$ cat src/rtl/pixel_scan_controller.sv
// Frame scan sequencer: read pixel, run colour pipeline for PIPE_LAT cycles, write back, advance.
// Optional abort support is compiled in with `define PIXEL_SCAN_ABORT_EN.
module pixel_scan_controller #(
  parameter int ADDR_BITS = 16,
  parameter int COL_BITS  = 10,
  parameter int ROW_BITS  = 10,
  parameter int PIPE_LAT  = 3
) (
  input  logic                 clk,
  input  logic                 rst,
  input  logic                 start,
  input  logic [COL_BITS-1:0]  last_col,
  input  logic [ROW_BITS-1:0]  last_row,
  input  logic [ADDR_BITS-1:0] rd_base,
  input  logic [ADDR_BITS-1:0] wr_base,
  output logic                 mem_rd_req,
  output logic                 mem_wr_req,
  output logic [ADDR_BITS-1:0] mem_addr,
  input  logic                 mem_ack,
  output logic                 pix_start,
  output logic                 pix_capture,
  output logic                 busy,
  output logic                 row_done,
  output logic                 frame_done
`ifdef PIXEL_SCAN_ABORT_EN
  ,
  input  logic                 abort,
  output logic                 aborted
`endif
);

  typedef enum logic [2:0] {
    S_IDLE, S_READ, S_PROC, S_WRITE, S_ADVANCE, S_DONE
  } state_t;

  localparam logic [3:0] LAT_LAST = 4'(PIPE_LAT - 1);

  state_t               r_state, w_next;
  logic [COL_BITS-1:0]  r_lastCol, r_col;
  logic [ROW_BITS-1:0]  r_lastRow, r_row;
  logic [ADDR_BITS-1:0] r_rdBase, r_wrBase, r_offset;
  logic [3:0]           r_lat;

  logic w_lastPix, w_lastFrame, w_latDone;
  logic w_abortNow, w_abortAfterWrite;

  assign w_lastPix   = (r_col == r_lastCol);
  assign w_lastFrame = w_lastPix && (r_row == r_lastRow);
  assign w_latDone   = (r_lat == LAT_LAST);

`ifdef PIXEL_SCAN_ABORT_EN
  logic r_abortPend, r_aborted;

  // A write that is already on the bus must finish, so abort during WRITE is deferred until the ack.
  assign w_abortNow        = abort && (r_state inside {S_READ, S_PROC, S_ADVANCE});
  assign w_abortAfterWrite = (r_state == S_WRITE) && (abort || r_abortPend);
  assign aborted           = r_aborted;

  always_ff @(posedge clk) begin
    if (rst) begin
      r_abortPend <= 1'b0;
      r_aborted   <= 1'b0;
    end else begin
      r_abortPend <= (r_state == S_WRITE) && !mem_ack && (abort || r_abortPend);
      r_aborted   <= w_abortNow || (w_abortAfterWrite && mem_ack);
    end
  end
`else
  assign w_abortNow        = 1'b0;
  assign w_abortAfterWrite = 1'b0;
`endif

  always_comb begin
    w_next = r_state;
    case (r_state)
      S_IDLE:    if (start) w_next = S_READ;
      S_READ:    if (w_abortNow) w_next = S_IDLE;
                 else if (mem_ack) w_next = S_PROC;
      S_PROC:    if (w_abortNow) w_next = S_IDLE;
                 else if (w_latDone) w_next = S_WRITE;
      S_WRITE:   if (mem_ack) w_next = w_abortAfterWrite ? S_IDLE : S_ADVANCE;
      S_ADVANCE: if (w_abortNow) w_next = S_IDLE;
                 else w_next = w_lastFrame ? S_DONE : S_READ;
      S_DONE:    w_next = S_IDLE;
      default:   w_next = S_IDLE;
    endcase
  end

  always_comb begin
    mem_rd_req  = (r_state == S_READ);
    mem_wr_req  = (r_state == S_WRITE);
    mem_addr    = '0;
    if (r_state == S_READ)  mem_addr = r_rdBase + r_offset;
    if (r_state == S_WRITE) mem_addr = r_wrBase + r_offset;
    pix_start   = (r_state == S_PROC) && (r_lat == 4'd0);
    pix_capture = (r_state == S_PROC) && w_latDone;
    busy        = (r_state != S_IDLE);
    row_done    = (r_state == S_ADVANCE) && w_lastPix && !w_abortNow;
    frame_done  = (r_state == S_DONE);
  end

  always_ff @(posedge clk) begin
    if (rst) begin
      r_state   <= S_IDLE;
      r_lastCol <= '0;
      r_lastRow <= '0;
      r_rdBase  <= '0;
      r_wrBase  <= '0;
      r_col     <= '0;
      r_row     <= '0;
      r_offset  <= '0;
      r_lat     <= '0;
    end else begin
      r_state <= w_next;
      r_lat   <= (r_state == S_PROC && !w_latDone) ? r_lat + 4'd1 : 4'd0;
      if (r_state == S_IDLE && start) begin
        r_lastCol <= last_col;
        r_lastRow <= last_row;
        r_rdBase  <= rd_base;
        r_wrBase  <= wr_base;
        r_col     <= '0;
        r_row     <= '0;
        r_offset  <= '0;
      end
      // Column wraps to zero at the row end; the row counter only moves when the frame continues.
      if (r_state == S_ADVANCE) begin
        r_offset <= r_offset + 1'b1;
        if (w_lastPix) begin
          r_col <= '0;
          if (!w_lastFrame) r_row <= r_row + 1'b1;
        end else begin
          r_col <= r_col + 1'b1;
        end
      end
    end
  end

endmodule

$ cat config.mk
export PLATFORM = sky130hd
export DESIGN_NAME = pixel_scan_controller
export DESIGN_NICKNAME = d
export VERILOG_FILES = /design/src/rtl/pixel_scan_controller.sv
export SDC_FILE = /design/constraint.sdc
export NUM_CORES = 1
export LEC_CHECK = 0
export BUFFER_PORTS_ARGS = -buffer_cell sky130_fd_sc_hd__buf_2
export CAP_MARGIN = 30
export CORE_MARGIN = 5
export CORE_UTILIZATION = 58
export DETAILED_ROUTE_END_ITERATION = 16
export PLACE_DENSITY = 0.92
export SLEW_MARGIN = 20
export SYNTH_ARGS = -nofsm -noshare
export SYNTH_HDL_FRONTEND = slang
export SYNTH_SLANG_ARGS = --single-unit
$ cat constraint.sdc
create_clock -name clk -period 3.2 [get_ports clk]
set_input_delay 0.32 -clock clk [delete_from_list [all_inputs] [get_ports clk]]
set_output_delay 0.32 -clock clk [all_outputs]
set_load 0.02 [all_outputs]
== After elaboration in Yosys (flattened, before gate mapping) ==
Index checks and enable logic that the tools add are counted.
Operators by class
  bitwise gates (word level): 1
  eq/ne operators: 12
  multiplexer cells: 17
  reduce and logical (&&, ||, !) cells: 13
  add/sub/neg operators: 6
Operators with widths (count)
  $mux W10: 7
  $mux W16: 4
  $add A16 B16 Y16: 2
  $add A10 B1 Y10 const B: 2
  $eq A10 B10 Y1: 2
  $add A16 B1 Y16 const B: 1
  $mux W3: 5
  $pmux W3 S5: 1
  $eq A3 B2 Y1 const B: 2
  $eq A3 B3 Y1 const B: 2
  $logic_and A1 B1 Y1: 6
  $add A4 B1 Y4 const B: 1
  $eq A4 B2 Y1 const B: 1
  $logic_not A4 Y1: 1
  $ne A2 B1 Y1 const B: 2
  $ne A2 B2 Y1 const B: 2
  $reduce_and A4 Y1: 1
  $eq A3 B1 Y1 const B: 1
  $logic_not A3 Y1: 1
  $reduce_bool A3 Y1: 1
  $reduce_bool A2 Y1: 1
  $reduce_or A2 Y1: 1
  $logic_not A1 Y1: 1
  $not A1 Y1: 1
Storage, ports and cells
  word-level logic and storage cells: 58
  output and inout bits: 23
  register bits after elaboration: 95

== Logic depth before layout (Yosys ltp) ==
  depth in word-level cells: 6
  depth in mapped cells: 10
  gate-level depth less buffers: 10

== Worst setup path after synthesis ==
Ideal clock, no wire load.
  path kind: register to output
  from: register r_offset[0]
  to: output port mem_addr[14]
  path slack: 0.513 ns
  data arrival time: 2.367 ns
  buffers on the path: 0
  stages on the path, launching flop included: 10
  required time: 2.880 ns
  path through: dfxtp_1 -> ha_1 -> fa_1 -> a21oi_1 -> o21ai_0 -> a31oi_1 -> o21ai_0 -> nand2_1 -> a21oi_1 -> o32ai_1
On the way
  cells in the longest elaborated chain, start to end: 3
RTL lines
  start: declaration: line 41  | logic [ADDR_BITS-1:0] r_rdBase, r_wrBase, r_offset;
  start signal: assignment: line 127  | r_offset <= r_offset + 1'b1;
  $add A16 B16 Y16: line 93  | if (r_state == S_READ) mem_addr = r_rdBase + r_offset;
  $mux W16: line 93
  $mux W16 (*): line 94  | if (r_state == S_WRITE) mem_addr = r_wrBase + r_offset;
  end: declaration: line 18  | output logic [ADDR_BITS-1:0] mem_addr,
Mark *: on every way between the ends. The rest lies on a longest branch, timed or not.

== Final worst setup path ==
  from: register r_offset[0]
  to: output port mem_addr[12]
Same word-level chain as after synthesis.

==> flow_summary.toml <==
[run_status]
run_status = "complete, no violations"

[setup_path]
timing.critical_path.slowest_stage_cell = "fa_1"
worst_setup_path_category = "flip-flop to output port"
depth_of_the_most_critical_reg_to_reg_path = 6
cp_data_arrival_time_ps = 2830
worst-r2r-setup-slack_ps = 660
max_stage_delay_ps = 390
timing.critical_path.fanout_max = 6
data_required_time_at_the_worst_endpoint_ps = 2880
rr_endpoint = "r_col[5]$_SDFFE_PP0P_"
critPathLaunchType = "flip-flop"
crit_path_cell_trace = "ha_2, inv_1, fa_1, nand2b_1, a21oi_2, nor3_1, o21ai_1, a31oi_1, xor2_1, o22ai_1, buf_4"
reg2reg_from = "r_state[0]$_SDFFE_PP0P_"
endpoint_kind = "output port"

[timing]
fmax_mhz = 318
worstMarginPinSlew_ps = 881
worst_hold_slack_ps = 179
setup_total_negative_slack_ps = 0
finalCriticalPeriod_ps = 3150
timing.slew.headroom_pct = 41.1
final_critical_path_setup_slack_ps = 51.3
final.period_utilization_pct = 98.4
clock-skew-final_ps = 9.68
setup-violations-final = 0
drv_slew = 0
timing.final.hold_violations = 0

[cts]
clock-sinks = 95
cts.clk_slew.worst_paths_ps = 100
cts_hold_buf = 0
clock_insertion_delay_worst_skew_ps = 360
tritoncts_clock_tree = "done"
largest_buffer_count_on_any_clock_path = 2
cts_root_buf = "clkbuf_8"
clock_tree.htree_level_count = 3
cts_bufs_inserted = 9

[worst_hold_path]
hold_path_startpoint = "last_col[5]"
hold-path-cell-count = 3
worst_hold_path_type = "primary input to flip-flop"
hold_end = "r_lastCol[5]$_SDFFE_PP0P_"

[logic_synthesis]
synth-edff-count = 0
syn-num-nets = 805
most_common_flop_cell_mapped_by_yosys = "dfxtp_1"
synth.distinct_cells = 55
ys_async_sr_fraction_pct = 0
yosys_warnings = 0
flop_and_latch_count_out_of_synthesis = 95
synth_area_per_cell_sq_um = 7.78
synthesis.area_sq_um = 5530
synth_sequential_area_ratio_pct = 34.4
synth_cells = 711

[global_routing]
grt.overflow.total = 0
grt_pass1_vias = 5170
wire_length_of_the_first_global_routing_pass_mm = 23.5
grt_use_total_pct = 24.9
pin_count_of_the_biggest_net_entering_global_routing = 45
antenna_violations_before_repair = 0

[power_and_ir_drop]
leakage_nw = 2.58
power_per_cell_area_nw_per_um2 = 406
vdd.ir_drop.worst_uv = 259
fin_total_pwr_mw = 2.52
power_switching_share_pct = 30.1
power_frac_clock_pct = 32.3
seqPwrFrac_pct = 51.0
comb_power_share_pct = 16.7
internal_power_mw = 1.76
net_switching_power_mw = 0.757

[layout]
most-common-layout-cells = "nand2_1, a21oi_1, dfxtp_1, buf_2, nor2_1"
final_net_count = 864
share_of_post_route_cells_with_drive_strength_above_1_pct = 15.4
insertedDiodeCount = 0
final_common_cell = "nand2_1"
area_growth_syn_to_layout_pct = 12.2
postLayoutCoreUtil_pct = 66.8

[detailed_routing]
ant_nets = 0
dr.first_iter.drc_count = 561
post-route-drc-count = 0
drt_pre_antenna_iters = 7
routed_wire_length_per_instance_microns = 15.9
vias_per_cell = 5.90
totalWireLength_mm = 14.4
vias = 5334

[floorplan]
initial_utilization_pct = 59.6
core_area_sq_um = 9280
die_area_sq_um = 11600
row_count = 35
fp.dieH_microns = 108
num_io_pins = 79
chipWidth_microns = 108

[placed_design]
numPortBuffers = 78
dp_hpwl_mm = 10.6
routabilityCongestion = 0.893
detailedPlace.worstSlack_ps = 264

[job]
drv.max_cap_violation_count = 0
-- registers in the layout, summed over array words and instances, names as in the netlist --
signal     flops
r_lastCol     10
r_wrBase      16
r_offset      16
r_col         10
r_rdBase      16
r_lastRow     10
r_lat          4
r_state        3
r_row         10
-- cell usage after synthesis (4+ instances only) --
library cell  number  share of area [%]
nand2_1          141                9.6
a21oi_1           96                8.7
dfxtp_1           95                 34
nor2_1            43                2.9
ha_1              36                8.1
xor2_1            33                5.2
o21ai_0           29                2.6
xnor2_1           27                4.3
clkbuf_1          24                1.6
nand3_1           24                2.2
inv_1             17                1.2
a31oi_1           14                1.6
o22ai_1           13                1.5
or3_1             10                1.1
and3_1             9                1.0
a21o_1             7               0.95
nand2b_1           7               0.79
a211oi_1           5               0.68
nand4_1            5               0.57
nor3_1             5               0.45
o211ai_1           5               0.68
a22o_1             4               0.63
buf_1              4               0.27
nor4_1             4               0.45
-- routing by layer --
layer / up-vias / share of wire [%] / track usage [%]
li1: 2606 / - / -
met1: 2467 / 42 / 31.6
met2: 228 / 49 / 42.5
met3: 33 / 7.2 / 4.14
met4: 0 / 2.2 / 8.66
met5: - / 0 / 0
-- final cells by class --
| type | instances | area (sq um) |
|---|---|---|
| clock buffer | 11 | 131 |
| clock inverter | 5 | 66.3 |
| fill | 775 | 3080 |
| inverter | 17 | 63.8 |
| multi-input combinational | 565 | 3450 |
| sequential | 95 | 1910 |
| tap | 129 | 161 |
| timing repair buffer | 82 | 423 |
-- power by group through the flow --
stage	sequential, mW	combinational [mW]	clock, mW
after detailed placement	1.31	0.412	0
after global routing	1.29	0.465	0.878
final	1.29	0.420	0.812
after floorplan	1.30	0.298	0
after CTS	1.28	0.415	0.822
after global placement	1.31	0.398	0
-- worst max-delay path: cells and delay by family (launching register included) --
kind / cells / cell delay, ps
xor+xnor: 1 / 160
fa+ha+maj: 2 / 600
buf+inv: 2 / 260
simple gates: 2 / 310
flops: 1 / 380
compound gates: 4 / 750
-- worst max path at each step --
stage | start | endpoint | depth (start not counted)
floorplan | r_offset[0]$_SDFFE_PP0P_ | mem_addr[14] | 9
global placement | r_offset[0]$_SDFFE_PP0P_ | mem_addr[12] | 11
detailed placement | r_offset[0]$_SDFFE_PP0P_ | mem_addr[12] | 11
CTS | r_offset[0]$_SDFFE_PP0P_ | mem_addr[14] | 10
global route | r_offset[0]$_SDFFE_PP0P_ | mem_addr[12] | 11
finish | r_offset[0]$_SDFFE_PP0P_ | mem_addr[12] | 11
-- timing repair --
item	CTS	global route
setup buffers	0	1
gates resized for setup	3	11
cloned	0	0
hold endpoints to repair	0	0
pin swaps	1	3
setup endpoints to repair	2	5
-- logic make-up (layout without fill, tap and decap cells) --
family,after synthesis,in the layout,synth area share (%)
AOI/OAI and AO/OA,194,194,20.4
xor gates and xnor gates,60,60,9.50
buffers and inverters,51,115,3.80
muxes,5,5,0.973
and+or+nand+nor,268,268,22.1
DFF,95,95,34.4
adders and majority gates,38,38,8.87
-- stage by stage --
step           instances  cell area, sq um
2_1_floorplan        711              5530
3_3_place_gp         887              5960
3_5_place_dp         887              5960
4_1_cts              903              6160
5_1_grt              904              6210
6_report             904              6210
Power figures use the tool's default switching activity.
